File: src/rtl/imm_decode_stage.sv
// RV instruction field/immediate decoder with a registered two-entry skid buffer.
// Decode happens on the input side; both buffer entries hold decoded results.
module imm_decode_stage #(
    parameter int XLEN = 32
) (
    input  logic            clk,
    input  logic            reset,
    input  logic            flush,
    input  logic            in_valid,
    output logic            in_ready,
    input  logic [31:0]     in_inst,
    input  logic [XLEN-1:0] in_pc,
    output logic            out_valid,
    input  logic            out_ready,
    output logic [XLEN-1:0] out_pc,
    output logic [4:0]      out_rd,
    output logic [4:0]      out_rs1,
    output logic [4:0]      out_rs2,
    output logic [XLEN-1:0] out_imm,
    output logic [2:0]      out_fmt,
    output logic            out_illegal
);

    localparam logic [2:0] FMT_R = 3'd0;
    localparam logic [2:0] FMT_I = 3'd1;
    localparam logic [2:0] FMT_S = 3'd2;
    localparam logic [2:0] FMT_B = 3'd3;
    localparam logic [2:0] FMT_U = 3'd4;
    localparam logic [2:0] FMT_J = 3'd5;
    localparam logic [2:0] FMT_Z = 3'd6;

    typedef logic [XLEN-1:0] xword_t;

    typedef struct packed {
        logic [XLEN-1:0] pc;
        logic [4:0]      rd;
        logic [4:0]      rs1;
        logic [4:0]      rs2;
        logic [XLEN-1:0] imm;
        logic [2:0]      fmt;
        logic            illegal;
    } entry_t;

    entry_t      dec;
    logic [2:0]  dec_fmt;
    logic        dec_illegal;
    logic [31:0] imm32;

    // Every recognised opcode ends in 2'b11, so the default arm also catches inst[1:0] != 2'b11.
    always_comb begin
        dec_fmt     = FMT_R;
        dec_illegal = 1'b0;
        unique case (in_inst[6:0])
            7'b0000011, 7'b0001111,
            7'b0010011, 7'b1100111: dec_fmt = FMT_I;
            7'b0100011:             dec_fmt = FMT_S;
            7'b1100011:             dec_fmt = FMT_B;
            7'b0110111, 7'b0010111: dec_fmt = FMT_U;
            7'b1101111:             dec_fmt = FMT_J;
            7'b0110011:             dec_fmt = FMT_R;
            7'b1110011:             dec_fmt = in_inst[14] ? FMT_Z : FMT_I;
            default:                dec_illegal = 1'b1;
        endcase
    end

    always_comb begin
        imm32 = 32'd0;
        unique case (dec_fmt)
            FMT_I:   imm32 = {{20{in_inst[31]}}, in_inst[31:20]};
            FMT_S:   imm32 = {{20{in_inst[31]}}, in_inst[31:25], in_inst[11:7]};
            FMT_B:   imm32 = {{19{in_inst[31]}}, in_inst[31], in_inst[7],
                              in_inst[30:25], in_inst[11:8], 1'b0};
            FMT_U:   imm32 = {in_inst[31:12], 12'd0};
            FMT_J:   imm32 = {{11{in_inst[31]}}, in_inst[31], in_inst[19:12],
                              in_inst[20], in_inst[30:21], 1'b0};
            default: imm32 = 32'd0;
        endcase
    end

    always_comb begin
        dec         = '0;
        dec.pc      = in_pc;
        dec.fmt     = dec_fmt;
        dec.illegal = dec_illegal;
        if (!dec_illegal) begin
            dec.rd  = (dec_fmt == FMT_S || dec_fmt == FMT_B) ? 5'd0 : in_inst[11:7];
            dec.rs1 = (dec_fmt == FMT_U || dec_fmt == FMT_J || dec_fmt == FMT_Z)
                      ? 5'd0 : in_inst[19:15];
            dec.rs2 = (dec_fmt == FMT_R || dec_fmt == FMT_S || dec_fmt == FMT_B)
                      ? in_inst[24:20] : 5'd0;
            dec.imm = (dec_fmt == FMT_Z) ? xword_t'(in_inst[19:15])
                                         : xword_t'($signed(imm32));
        end
    end

    entry_t o_q, o_d, k_q, k_d;
    logic   o_valid_q, o_valid_d, k_valid_q, k_valid_d;
    logic   accept, consume;

    assign accept  = in_valid & ~k_valid_q;
    assign consume = o_valid_q & out_ready;

    always_comb begin
        o_d       = o_q;
        k_d       = k_q;
        o_valid_d = o_valid_q;
        k_valid_d = k_valid_q;
        if (flush) begin
            o_valid_d = 1'b0;
            k_valid_d = 1'b0;
        end else if (consume && k_valid_q) begin
            // in_ready is low whenever K is full, so no accept competes here
            o_d       = k_q;
            k_valid_d = 1'b0;
        end else if (!o_valid_q || consume) begin
            o_valid_d = accept;
            if (accept) o_d = dec;
        end else if (accept) begin
            k_d       = dec;
            k_valid_d = 1'b1;
        end
    end

    always_ff @(posedge clk) begin
        if (reset) begin
            o_q       <= '0;
            k_q       <= '0;
            o_valid_q <= 1'b0;
            k_valid_q <= 1'b0;
        end else begin
            o_q       <= o_d;
            k_q       <= k_d;
            o_valid_q <= o_valid_d;
            k_valid_q <= k_valid_d;
        end
    end

    assign in_ready    = ~k_valid_q;
    assign out_valid   = o_valid_q;
    assign out_pc      = o_q.pc;
    assign out_rd      = o_q.rd;
    assign out_rs1     = o_q.rs1;
    assign out_rs2     = o_q.rs2;
    assign out_imm     = o_q.imm;
    assign out_fmt     = o_q.fmt;
    assign out_illegal = o_q.illegal;

endmodule

File: config.mk
export PLATFORM = sky130hd
export DESIGN_NAME = imm_decode_stage
export DESIGN_NICKNAME = d
export VERILOG_FILES = /design/src/rtl/imm_decode_stage.sv
export SDC_FILE = /design/constraint.sdc
export NUM_CORES = 1
export LEC_CHECK = 0
export BUFFER_PORTS_ARGS = -buffer_cell sky130_fd_sc_hd__clkbuf_2
export CORE_MARGIN = 2
export CORE_UTILIZATION = 40
export DETAILED_ROUTE_END_ITERATION = 12
export MAX_ROUTING_LAYER = met4
export RECOVER_POWER = 100
export SETUP_SLACK_MARGIN = 0.05
export SKIP_LAST_GASP = 1
export SLEW_MARGIN = 20
export SYNTH_ARGS = -nofsm -noshare
export SYNTH_HDL_FRONTEND = slang
export SYNTH_SLANG_ARGS = --single-unit
File: constraint.sdc
create_clock -name clk -period 3.6 [get_ports clk]
set_input_delay 0 -clock clk [delete_from_list [all_inputs] [get_ports clk]]
set_output_delay 0 -clock clk [all_outputs]
set_load 0.01 [all_outputs]
**After elaboration in Yosys (flattened, before gate mapping)**

Cells that the tools add are included.
W data, S select, Z words.

- Register bits after elaboration: 168
- Bits in latches: 0
- Memory bits (writable): 0
- Memory bits (read-only): 0
- Bits of input ports: 69
- Output and inout bits: 85
- Logic and storage cells: 71
- Memories kept: 0

- $add $sub $neg: 0
- Multipliers: 0
- Divide/modulo/power cells: 0
- Magnitude comparators: 0
- Equality and inequality tests: 17
- Shifts and indexed selects: 0
- Multiplexer cells: 12
- Bitwise operators: 6
- Reductions and logical operators: 20

Operators with widths:

| cell | number |
|---|---|
| $mux W83 | 3 |
| $pmux W32 S5 | 1 |
| $mux W47 | 1 |
| $mux W32 | 1 |
| $eq A7 B7 Y1 const B | 4 |
| $eq A7 B6 Y1 const B | 3 |
| $pmux W3 S6 | 1 |
| $mux W5 | 3 |
| $eq A7 B5 Y1 const B | 2 |
| $reduce_or A11 Y1 | 1 |
| $eq A3 B3 Y1 const B | 3 |
| $eq A7 B2 Y1 const B | 1 |
| $eq A7 B4 Y1 const B | 1 |
| $eq A3 B2 Y1 const B | 2 |
| $logic_or A1 B1 Y1 | 6 |
| $not A1 Y1 | 4 |
| $reduce_and A2 Y1 | 2 |
| $reduce_and A4 Y1 | 1 |
| $reduce_bool A2 Y1 | 2 |
| $reduce_or A2 Y1 | 2 |
| $reduce_or A4 Y1 | 1 |
| $eq A3 B1 Y1 const B | 1 |
| $logic_not A3 Y1 | 1 |
| $mux W3 | 1 |
| other kinds (6) | 7 |

**Depth between registers and ports, before layout**

- Depth after elaboration: 11
- Depth in mapped cells: 9
- Depth with buffers taken out: 5

**Worst setup path before layout**

OpenSTA, ideal clock, no wires.

- Kind: register to register
- From: reg o_valid_q, in the netlist out_valid
- To: reg o_q (netlist bit out_imm[21])
- Library setup time: 120 ps
- Data arrival time: 1670 ps
- Data required time: 3480 ps
- Setup slack: 1810 ps
- Stages on the path, launching flop included: 9
- Buffers on the path: 3
- Period minus slack after synthesis: 1790 ps
- Cells stage by stage: dfxtp_1 > buf_2 > and2_1 > o221a_2 > buf_2 > nand3_1 > nor2b_4 > buf_6 > a211o_1

- Cells in the longest elaborated chain, start to end: 4
- Elaborated cells between the ends (all ways): 8
- Those cells by class: 1 x mux; 1 x bitwise; 6 x reduce/logical

Ends and longest elaborated chain:

| element | RTL line | text |
|---|---|---|
| start: declaration | 97 | `logic o_valid_q, o_valid_d, k_valid_q, k_valid_d;` |
| start signal: assignment | 133 | `o_valid_q <= o_valid_d;` |
| $and A1 B1 Y1 / $logic_not A1 Y1 (equally long branches) | 101, 115 |  |
| $logic_and A1 B1 Y1 / $logic_or A1 B1 Y1 (equally long branches) | 111, 115 |  |
| $reduce_bool A2 Y1 (no line) | n/a |  |
| $reduce_and A3 Y1 (no line) | n/a |  |
| end signal: assignment | 126 | `o_q <= '0;` |
| end signal: assignment | 131 | `o_q <= o_d;` |
| end: declaration | 96 | `entry_t o_q, o_d, k_q, k_d;` |

Several ways; a longest one is shown, not always the timed one.
A chain may end at the register's enable or synchronous reset.

**Worst setup path in the final report**

- From: reg o_valid_q, in the netlist out_valid
- To: reg o_q (netlist bit out_imm[26])

Same word-level chain as after synthesis.

==> metrics.cfg <==
[run_status]
status=finished, violations left
violations=negative hold slack, max-capacitance violations, max-slew violations

[power_and_ir_drop]
totalPowerFinal_uw=4263
power_density_mw_per_mm2=468.8
total_leakage_power_uw=0.003386
ir_worst_vdd_uv=316.6

[grt]
grt_use_total_pct=23.45
grt-ovfl-total=0
grt_pass1_vias=6560
grt_start_max_net_pins=96
grt_pass1_wl_mm=35.33
antenna_found_initial=0

[clock_network]
insertion_delay_ns=0.43
clock-sinks=168
htree_num_levels=4
cts_tree=built
cts-root-buf=clkbuf_16
clockBufferDepth=2
cts_buffers=17
post_cts_resized=0
path_clk_slew_ns=0.06

[setup_path]
start_kind=flop
regToRegSetupSlack_ns=0.77
cp.arrival_ns=3.21
crit_type=reg -> reg
r2r_cells=5
critPathCaptureType=flop
worstPathMaxFanout=42
reg2reg_to=out_imm[26]
cp.required_ns=3.97
reg2reg_from=out_valid

[drt]
dr.pass1.iters=5
drt-vias-per-instance=5.463
ant_nets=0
drt-total-wl_mm=22.51
drc=0
drt-wirelength-per-cell_um=17.46
num_vias=7042
drt_iter0_drc=512

[synthesis]
synth_edf_count=0
yosysWarnings=0
ys_ff_latch=168
ys.flop_type=dfxtp_1
syn_nets=951
synth-seq-area-share_pct=46.56
synth_cell_types=52
syn_area_mm2=0.007223
syn_area_per_cell_um2=8.190
synth_cells=882
synthArstFlopShare_pct=0

[place]
dp_slack_ns=1.168
placed_cell_area_mm2=0.008040
port_buffers=153
placed_cells=1197
globalplace.congestion=0.9061
dpl.hpwl_mm=14.02

[final_layout]
area_growth_pct=25.88
num-nets-final=1117
final_common_cell=nand2_1
final_cell_mix=nand2_1, dfxtp_1, a21oi_1, clkbuf_1, clkbuf_2
drive_above_1_share_pct=11.60
diodes=0
final_cell_count_no_fill=1289
finalInstanceArea_mm2=0.009092

[die]
start_util_pct=40.49
io_pins=154
dieHeight_um=138.4
rows=49
dieArea_mm2=0.01915
die_w_um=138.4
coreArea_mm2=0.01784

[sta]
fmax_mhz=353.1
slew_headroom_pct=-22.97
finalSetupViolCount=0
fin_ws_ns=0.7679
final_max_slew_viol_count=87
fin_skew_ns=0.009659
tns_ns=0
rsz0062_at_grt=false
fin_crit_sh_pct=78.67
hold_viol=1
worstMarginPinSlew_ns=1.844
finalHoldWorstSlack_ns=-0.001120
fin_crit_ns=2.832

[worst_hold_path]
whs_path_depth=4
worstHoldStart=out_ready
whs_endpoint=out_valid
hp-class=in -> reg

[flow_run]
max_cap_violations=1

how the worst max path moves through the flow:
stage	from	to	slack, ns	cells past startpoint
global route	k_valid_q	out_imm[15]	0.55	5
global placement	out_valid	out_imm[29]	1.16	5
CTS	out_valid	out_imm[29]	1.15	5
finish	out_valid	out_imm[26]	0.77	5
detailed placement	out_valid	out_imm[29]	1.17	5
floorplan	out_valid	out_imm[21]	1.81	8
sequential cells by signal, indices dropped and copies added (netlist names):
register,count
k_q,83
k_valid_q,1
out_fmt,3
out_illegal,1
out_imm,32
out_pc,32
out_rd,5
out_rs1,5
out_rs2,5
out_valid,1
power by group:
group | internal [µW] | switching (µW) | total [µW] | leakage (µW)
sequential | 1920 | 31.7 | 1950 | 0.00136
clock | 1130 | 773 | 1900 | 0.000286
combinational | 159 | 252 | 412 | 0.00174
total | 3210 | 1060 | 4260 | 0.00339
stage by stage:
step	util (%)	hold WS, ns
2_1_floorplan	-	0.07851
3_5_place_dp	45.07	0.2479
4_1_cts	51.82	0.003038
5_1_grt	50.96	0.03299
6_report	50.96	-0.001120
3_3_place_gp	45.07	0.2453
synth_stat cells (all sizes together) (4+ instances only):
master	instances	share of area, %
a22o	11	1.3
nand3	20	1.5
o22ai	5	0.61
inv	11	0.57
dfxtp	168	47
nor2	58	3.0
a32oi	21	2.5
and3	13	1.1
o221ai	8	0.97
a311oi	33	4.0
nand2	189	9.9
or3	5	0.43
a211o	13	1.6
nand4	6	0.52
a21o	9	0.94
a211oi	7	0.90
o21ai	61	4.2
clkbuf	39	2.0
a21oi	116	8.3
a21boi	4	0.42
a32o	5	0.69
a31oi	10	0.87
o211ai	7	0.73
buf	40	3.1
area by class of cell:
class	instances	area [µm²]
clock buffers	21	460.4
multi-input cells	624	3433
flip-flops and latches	168	3363
repair buffers	226	1364
inverters	11	41.29
fillers	1785	8748
clock inverters	10	143.9
well taps	229	286.5
critical path, stage by stage, from the launching register on:
cell and delay [ns]:
dfxtp_1 0.47, and2_0 0.25, o221a_2 0.81, nand3_1 0.60, nor2b_4 0.47, a211o_1 0.15
logic make-up after synthesis:
family | count (synthesis) | synth area share (%)
AO/OA/AOI/OAI | 317 | 29.45
buffers and inverters | 90 | 5.664
flip-flops | 168 | 46.56
multiplexers | 1 | 0.1386
AND/OR/NAND/NOR | 306 | 18.19
routing by layer:
metal | track usage [%] | vias to the layer above | wire length, µm
met5 | - | - | 0
met4 | 7.411 | 0 | 412
met3 | 4.468 | 30 | 1229
met2 | 36.40 | 242 | 10270
met1 | 31.04 | 3263 | 10590
li1 | - | 3507 | -
what timing repair did:
action / 4_1_cts / 5_1_grt
hold buffers: 60 / 0
endpoints found under the setup margin: 0 / 0
buffers inserted: 0 / 0
endpoints found under the hold margin: 141 / 0
(Power assumes the default switching activity.)
